$ cat config.mk
export PLATFORM = sky130hd
export DESIGN_NAME = hazard_sequencer
export DESIGN_NICKNAME = d
export VERILOG_FILES = /design/src/rtl/hazard_sequencer_pkg.sv /design/src/rtl/hazard_sequencer_reg_match.sv /design/src/rtl/hazard_sequencer.sv
export SDC_FILE = /design/constraint.sdc
export NUM_CORES = 1
export LEC_CHECK = 0
export BUFFER_PORTS_ARGS = -buffer_cell sky130_fd_sc_hd__buf_2
export CORE_ASPECT_RATIO = 1.25
export CORE_MARGIN = 4
export CORE_UTILIZATION = 43
export DETAILED_ROUTE_END_ITERATION = 16
export GPL_TIMING_DRIVEN = 0
export PLACE_DENSITY_LB_ADDON = 0.1
export RECOVER_POWER = 25
export SLEW_MARGIN = 25
export SYNTH_ARGS = -nofsm -noshare
export SYNTH_HDL_FRONTEND = slang
export SYNTH_SLANG_ARGS = --single-unit
$ cat constraint.sdc
create_clock -name clk -period 7.8 [get_ports clk]
set_clock_uncertainty 0.1 [all_clocks]
set_input_delay 1.56 -clock clk [delete_from_list [all_inputs] [get_ports clk]]
set_output_delay 1.56 -clock clk [all_outputs]
set_load 0.1 [all_outputs]
$ cat src/rtl/hazard_sequencer_pkg.sv
// -----------------------------------------------------------------------------
// hazard_sequencer_pkg
//   Shared types for the decode-stage pipeline controller.
//   - state_e : sequencer states (RUN=0, STALL=1, HOLD=2, FLUSH=3)
//   - fwd_e   : operand forward select codes driven on fwda/fwdb
//   - fwd_sel : forward-select priority for one source operand (EXE > MEM)
// -----------------------------------------------------------------------------
package hazard_sequencer_pkg;

  typedef enum logic [1:0] {
    RUN   = 2'd0,
    STALL = 2'd1,
    HOLD  = 2'd2,
    FLUSH = 2'd3
  } state_e;

  typedef enum logic [1:0] {
    FWD_RF   = 2'b00,  // register file value
    FWD_EXE  = 2'b01,  // EXE-stage ALU result
    FWD_MEM  = 2'b10,  // MEM-stage ALU result
    FWD_LOAD = 2'b11   // MEM-stage load data
  } fwd_e;

  // A load still in EXE cannot forward; that case is covered by a stall and
  // falls through to the MEM check here.
  function automatic fwd_e fwd_sel(input logic exe_hit, input logic exe_load,
                                   input logic mem_hit, input logic mem_load);
    fwd_e sel;
    sel = FWD_RF;
    if (exe_hit && !exe_load) sel = FWD_EXE;
    else if (mem_hit)         sel = mem_load ? FWD_LOAD : FWD_MEM;
    return sel;
  endfunction

endpackage

$ cat src/rtl/hazard_sequencer_reg_match.sv
// -----------------------------------------------------------------------------
// hazard_sequencer_reg_match
//   Compares one ID source register against one downstream destination.
//   Ports:
//     src_i  [4:0] ID source register number
//     use_i        ID instruction actually reads src_i
//     rd_i   [4:0] downstream destination register
//     wreg_i       downstream instruction writes rd_i
//     hit_o        source depends on the downstream result (r0 never matches)
// -----------------------------------------------------------------------------
module hazard_sequencer_reg_match (
  input  logic [4:0] src_i,
  input  logic       use_i,
  input  logic [4:0] rd_i,
  input  logic       wreg_i,
  output logic       hit_o
);

  assign hit_o = use_i && wreg_i && (src_i != 5'd0) && (rd_i == src_i);

endmodule

$ cat src/rtl/hazard_sequencer.sv
// -----------------------------------------------------------------------------
// hazard_sequencer
//   Decode-stage pipeline controller: detects RAW hazards against EXE/MEM,
//   sequences stalls, external holds and branch/jump redirect flushes, and
//   drives the PC / pipeline-register enables. Control outputs are
//   combinational from registered state plus current inputs.
//
//   Optional feature: define HAZARD_FWD_EN to enable operand forwarding
//   (fwda/fwdb) and restrict stalls to load-use hazards. Without it fwda/fwdb
//   are tied to 00 and any EXE/MEM dependency stalls.
//
//   Parameters: FLUSH_CYC (IF/ID squash cycles after a taken branch, >=1),
//               STALL_MAX (stall/hold run length tolerated), CNT_W (counter width)
//   Ports:
//     clk, clrn (async, active-high reset)
//     id_rs, id_rt, id_use_rs, id_use_rt, id_jump     : ID stage
//     exe_rd, exe_wreg, exe_m2reg, mem_rd, mem_wreg    : downstream destinations
//     br_taken, ext_hold                               : redirect / front-end freeze
//     pc_we, ifid_we, flush_ifid, bubble_idexe, flush_exemem : pipeline control
//     fwda, fwdb                                       : forward selects
//     stall_cnt, flush_cnt, stall_timeout              : performance / watchdog
// -----------------------------------------------------------------------------
module hazard_sequencer
  import hazard_sequencer_pkg::*;
#(
  parameter int FLUSH_CYC = 1,
  parameter int STALL_MAX = 15,
  parameter int CNT_W     = 32
) (
  input  logic             clk,
  input  logic             clrn,
  input  logic [4:0]       id_rs,
  input  logic [4:0]       id_rt,
  input  logic             id_use_rs,
  input  logic             id_use_rt,
  input  logic             id_jump,
  input  logic [4:0]       exe_rd,
  input  logic             exe_wreg,
  input  logic             exe_m2reg,
  input  logic [4:0]       mem_rd,
  input  logic             mem_wreg,
  input  logic             br_taken,
  input  logic             ext_hold,
  output logic             pc_we,
  output logic             ifid_we,
  output logic             flush_ifid,
  output logic             bubble_idexe,
  output logic             flush_exemem,
  output logic [1:0]       fwda,
  output logic [1:0]       fwdb,
  output logic [CNT_W-1:0] stall_cnt,
  output logic [CNT_W-1:0] flush_cnt,
  output logic             stall_timeout
);

  localparam int FC_W  = (FLUSH_CYC > 1) ? $clog2(FLUSH_CYC) : 1;
  localparam int RUN_W = $clog2(STALL_MAX + 2);
  localparam logic [FC_W-1:0]  FC_LOAD = FC_W'(FLUSH_CYC - 1);
  localparam logic [RUN_W-1:0] RUN_LIM = RUN_W'(STALL_MAX);
  localparam logic [RUN_W-1:0] RUN_SAT = RUN_W'(STALL_MAX + 1);

  state_e           state_q, state_d;
  logic [FC_W-1:0]  fcnt_q, fcnt_d;
  logic [RUN_W-1:0] run_q, run_d;
  logic             timeout_q, timeout_d;
  logic [CNT_W-1:0] stall_cnt_q, stall_cnt_d;
  logic [CNT_W-1:0] flush_cnt_q, flush_cnt_d;

  logic exe_rs_hit, exe_rt_hit, mem_rs_hit, mem_rt_hit;
  logic hz, is_stall, is_redirect, in_flush;
  fwd_e fwda_raw, fwdb_raw;

  hazard_sequencer_reg_match u_exe_rs (.src_i(id_rs), .use_i(id_use_rs), .rd_i(exe_rd),
                                       .wreg_i(exe_wreg), .hit_o(exe_rs_hit));
  hazard_sequencer_reg_match u_exe_rt (.src_i(id_rt), .use_i(id_use_rt), .rd_i(exe_rd),
                                       .wreg_i(exe_wreg), .hit_o(exe_rt_hit));
  hazard_sequencer_reg_match u_mem_rs (.src_i(id_rs), .use_i(id_use_rs), .rd_i(mem_rd),
                                       .wreg_i(mem_wreg), .hit_o(mem_rs_hit));
  hazard_sequencer_reg_match u_mem_rt (.src_i(id_rt), .use_i(id_use_rt), .rd_i(mem_rd),
                                       .wreg_i(mem_wreg), .hit_o(mem_rt_hit));

`ifdef HAZARD_FWD_EN
  // Tracks whether the instruction now in MEM was a load one cycle ago.
  logic mem_load_q;

  always_ff @(posedge clk or posedge clrn) begin
    if (clrn) mem_load_q <= 1'b0;
    else      mem_load_q <= exe_m2reg;
  end

  assign hz       = (exe_rs_hit || exe_rt_hit) && exe_m2reg;
  assign fwda_raw = fwd_sel(exe_rs_hit, exe_m2reg, mem_rs_hit, mem_load_q);
  assign fwdb_raw = fwd_sel(exe_rt_hit, exe_m2reg, mem_rt_hit, mem_load_q);
`else
  logic unused_m2reg;
  assign unused_m2reg = exe_m2reg;
  assign hz       = exe_rs_hit || exe_rt_hit || mem_rs_hit || mem_rt_hit;
  assign fwda_raw = FWD_RF;
  assign fwdb_raw = FWD_RF;
`endif

  // A hold arriving mid-flush keeps the remaining squash count and resumes it.
  assign in_flush = (state_q == FLUSH) || ((state_q == HOLD) && (fcnt_q != '0));

  // NOTE: every signal assigned here gets a default first so no path leaves
  // it unassigned; otherwise synthesis infers a latch.
  always_comb begin
    pc_we        = 1'b1;
    ifid_we      = 1'b1;
    flush_ifid   = 1'b0;
    bubble_idexe = 1'b0;
    flush_exemem = 1'b0;
    fwda         = fwda_raw;
    fwdb         = fwdb_raw;
    state_d      = RUN;
    fcnt_d       = fcnt_q;
    is_stall     = 1'b0;
    is_redirect  = 1'b0;

    if (clrn) begin
      pc_we        = 1'b0;
      ifid_we      = 1'b0;
      bubble_idexe = 1'b1;
      fwda         = FWD_RF;
      fwdb         = FWD_RF;
      fcnt_d       = '0;
    end else if (br_taken) begin
      flush_ifid   = 1'b1;
      bubble_idexe = 1'b1;
      flush_exemem = 1'b1;
      is_redirect  = 1'b1;
      fcnt_d       = FC_LOAD;
      state_d      = (FLUSH_CYC > 1) ? FLUSH : RUN;
    end else if (ext_hold) begin
      // Downstream stays frozen too, so no bubble is inserted.
      pc_we    = 1'b0;
      ifid_we  = 1'b0;
      is_stall = 1'b1;
      state_d  = HOLD;
    end else if (in_flush) begin
      flush_ifid = 1'b1;
      fcnt_d     = fcnt_q - FC_W'(1);
      state_d    = (fcnt_q == FC_W'(1)) ? RUN : FLUSH;
    end else if (hz) begin
      pc_we        = 1'b0;
      ifid_we      = 1'b0;
      bubble_idexe = 1'b1;
      is_stall     = 1'b1;
      state_d      = STALL;
    end else if (id_jump) begin
      flush_ifid = 1'b1;  // squash the delay-slot fetch
    end
  end

  always_comb begin
    run_d       = '0;
    stall_cnt_d = stall_cnt_q;
    flush_cnt_d = flush_cnt_q;
    if (is_stall) begin
      run_d = (run_q == RUN_SAT) ? run_q : run_q + RUN_W'(1);
      if (!(&stall_cnt_q)) stall_cnt_d = stall_cnt_q + CNT_W'(1);
    end
    if (is_redirect && !(&flush_cnt_q)) flush_cnt_d = flush_cnt_q + CNT_W'(1);
    timeout_d = timeout_q || (run_d > RUN_LIM);
  end

  // NOTE: sequential state uses non-blocking assignments so every register
  // samples its pre-edge inputs regardless of block ordering.
  always_ff @(posedge clk or posedge clrn) begin
    if (clrn) begin
      state_q     <= RUN;
      fcnt_q      <= '0;
      run_q       <= '0;
      timeout_q   <= 1'b0;
      stall_cnt_q <= '0;
      flush_cnt_q <= '0;
    end else begin
      state_q     <= state_d;
      fcnt_q      <= fcnt_d;
      run_q       <= run_d;
      timeout_q   <= timeout_d;
      stall_cnt_q <= stall_cnt_d;
      flush_cnt_q <= flush_cnt_d;
    end
  end

  assign stall_cnt     = stall_cnt_q;
  assign flush_cnt     = flush_cnt_q;
  assign stall_timeout = timeout_q;

endmodule

==> impl_results.md <==
- Status: finished, violations left
- Failing checks: capacitance limit, slew limit
- Seq/Total Area, Yosys: 46.2%
- Synth area leaders: dfrtp_1 (46%), xnor2_1 (10%), xor2_1 (8.4%)
- Dominant cell type by area after synthesis: dfrtp_1
- Final Hold Violating Endpoints: 0
- Die area: 10800 um^2
- Final worst setup slack: 2300 ps
- Die height: 115 um
- First-pass GRT wire length: 15.3 mm
- Drt pass-1 iters: 4
- Crit path required time: 6140 ps
- Cell Area, Synth: 3950 um^2
- VDD IR max: 0.310 mV
- Htree depth: 3
- Vias: 3291
- Area delta synth->final: 21.5%
- 1st-iter DRT viols: 144
- Vias in the first global route: 3221
- Yosys top cell area share: 46.2%
- DIE WIDTH: 93.8 um
- FMAX: 182 MHz
- Slew at the pin closest to its max-slew limit: 2040 ps
- Crit path arrival time: 3840 ps
- Fin crit period: 5500 ps
- Final Slew Violations: 77
- Final Util: 54.3%
- CTS tree: built
- Worst-path fanout max: 10
- Core Area: 8840 um^2
- Root buf cell: clkbuf_8
- Starting Density: 44.7%
- Largest net degree at the start of global routing: 40
- Overall routed net length: 9.42 mm
- CP endpoint kind: output port
- Worst min-delay path class: reg -> reg
- Diodes inserted: 0
- Skew-Pair Late Insertion Delay: 350 ps
- Yosys Warn Count: 0
- Cells after synthesis: 392
- Post-DP HPWL: 7.06 mm
- Cell Pwr Density: 224 nW/um^2
- Dpl cells: 614
- # IOs: 104
- Slew headroom: -36.3%
- Antenna-violating nets left: 0
- Period utilization: 70.6%
- Setup CP Type: in -> out
- Post-synthesis async set-or-reset flop share: 100%
- Initial antenna violation count: 0
- Fin cells: 629
- Sum of negative setup slack: 0 ps
- Ys flop type: dfrtp_1
- Post-synth cell types: 48
- Clock sink count: 73
- Layout cells sized above 1: 26.9%
- PortBufs: 98
- Post-Place Setup Slack: 2300 ps
- Final setup violation count: 0
- Final #Nets: 539
- CP Launch Type: input port
- Synthesis-stage register bit count: 73
- CTS Buffer Depth: 2
- GP Congestion: 0.828
- GR Util All Layers: 17.8%
- RSZ-0062 raised after global routing: no
- Hold buffers post-CTS: 0
- Clock slew at reported path FFs: 80 ps
- Vias per inst: 5.23
- Row count: 38
- Postcts setup bufs: 0
- Syn_area_per_cell: 10.1 um^2
- Grt total ovfl: 0
- DR WL/cell: 15.0 um
- Max_cap viols: 2
- Static Leakage: 2.36 nW
- CTS Buf Count: 9
- Number of synthesized flops with an enable pin: 0
- Drc violations: 0
- Post-cts repair resize count: 0
cell families (layout without fill, tap and decap cells):
logic type / Yosys count / count (layout) / synth area share, %
AOI/OAI and AO/OA: 20 / 20 / 3.67
muxes: 3 / 3 / 0.854
other: 1 / 4 / 0.0948
buffers and inverters: 21 / 135 / 2.66
and+or+nand+nor: 187 / 187 / 26.9
DFF: 73 / 73 / 46.2
xor gates and xnor gates: 83 / 83 / 18.4
adders and majority gates: 4 / 4 / 1.27
cell usage in the layout, fill, tap and decap left out, drive strengths merged, types with 2 or more instances in the layout:
master,instances
xor2,38
and3,10
and2,9
dfrtp,73
xnor2,45
or4,3
buf,108
nand4,22
nor2,23
nor3,17
a21oi,4
clkinv,3
and4,13
nand3b,2
clkbuf,13
nand3,35
nor2b,3
or3,3
ha,4
clkinvlp,2
conb,4
mux2,3
nor4,12
o21ai,3
inv,8
a32oi,2
nand2,31
o211ai,3
critical path, stage by stage:
cell and delay [ps]:
buf_2 120, or4_1 540, o211ai_1 260, o221ai_2 270, buf_2 270, a21oi_1 260, buf_4 150, buf_2 410
where the power goes:
part,internal [W],switching [W]
logic,0.0000613,0.000279
registers,0.000406,0.0000362
clock network,0.000154,0.000142
stage by stage:
stage | total power [W] | cell area (um^2) | hold WS [ps]
after floorplan | 0.000723 | 3970 | 418
after global placement | 0.000787 | 4610 | 358
after detailed placement | 0.000791 | 4630 | 374
after CTS | 0.00109 | 4820 | 391
after global routing | 0.00112 | 4800 | 413
final | 0.00108 | 4800 | 383
cells in the mapped netlist, types with 2 or more instances:
cell type	instances
a21oi_1	4
a32oi_1	2
and2_1	8
and3_1	10
and4_1	10
and4_4	2
buf_2	6
buf_4	5
dfrtp_1	73
ha_1	4
inv_1	9
mux2_2	2
nand2_1	30
nand3_1	35
nand3b_1	2
nand4_1	20
nor2_1	23
nor2b_1	3
nor3_1	17
nor4_1	10
nor4_2	2
o211ai_1	3
o21ai_0	3
or3_1	3
or4_1	2
xnor2_1	45
xor2_1	38
registers in the layout, summed over array words and instances (netlist names):
signal,cells
fcnt_q,1
flush_cnt,32
run_q,5
stall_cnt,32
stall_timeout,1
state_q,2
area by class of cell:
| cell class | count | area (um^2) |
|---|---|---|
| fill | 849 | 4040 |
| multi-input combinational | 301 | 2030 |
| sequential | 73 | 1830 |
| timing repair buffer | 99 | 493 |
| tap | 120 | 150 |
| clock buffer | 10 | 138 |
| buffer | 12 | 71.3 |
| clock inverter | 5 | 56.3 |
| inverter | 9 | 35.0 |
layer usage:
metal | GRT usage, % | up-vias | wire length (um)
li1 | - | 1615 | -
met1 | 24.6 | 1582 | 4450
met2 | 27.5 | 84 | 4350
met3 | 4.71 | 10 | 497
met4 | 5.49 | 0 | 125
met5 | 0 | - | 0
worst paths after layout:
check | from | to | slack [ps] | cells past startpoint
worst min register to register | stall_timeout$_DFF_PP0_ | stall_timeout$_DFF_PP0_ | 380 | 1
min in group asynchronous | clrn | flush_cnt[2]$_DFFE_PP0P_ | 1540 | 2
worst max-delay path | id_rt[0] | pc_we | 2300 | 8
worst min-delay path | stall_timeout$_DFF_PP0_ | stall_timeout$_DFF_PP0_ | 380 | 1
worst max register to register | stall_cnt[23]$_DFFE_PP0P_ | stall_cnt[1]$_DFFE_PP0P_ | 5200 | 7
max in group asynchronous | clrn | stall_cnt[24]$_DFFE_PP0P_ | 3570 | 3
Note: power is estimated with default switching activity, not from simulation.
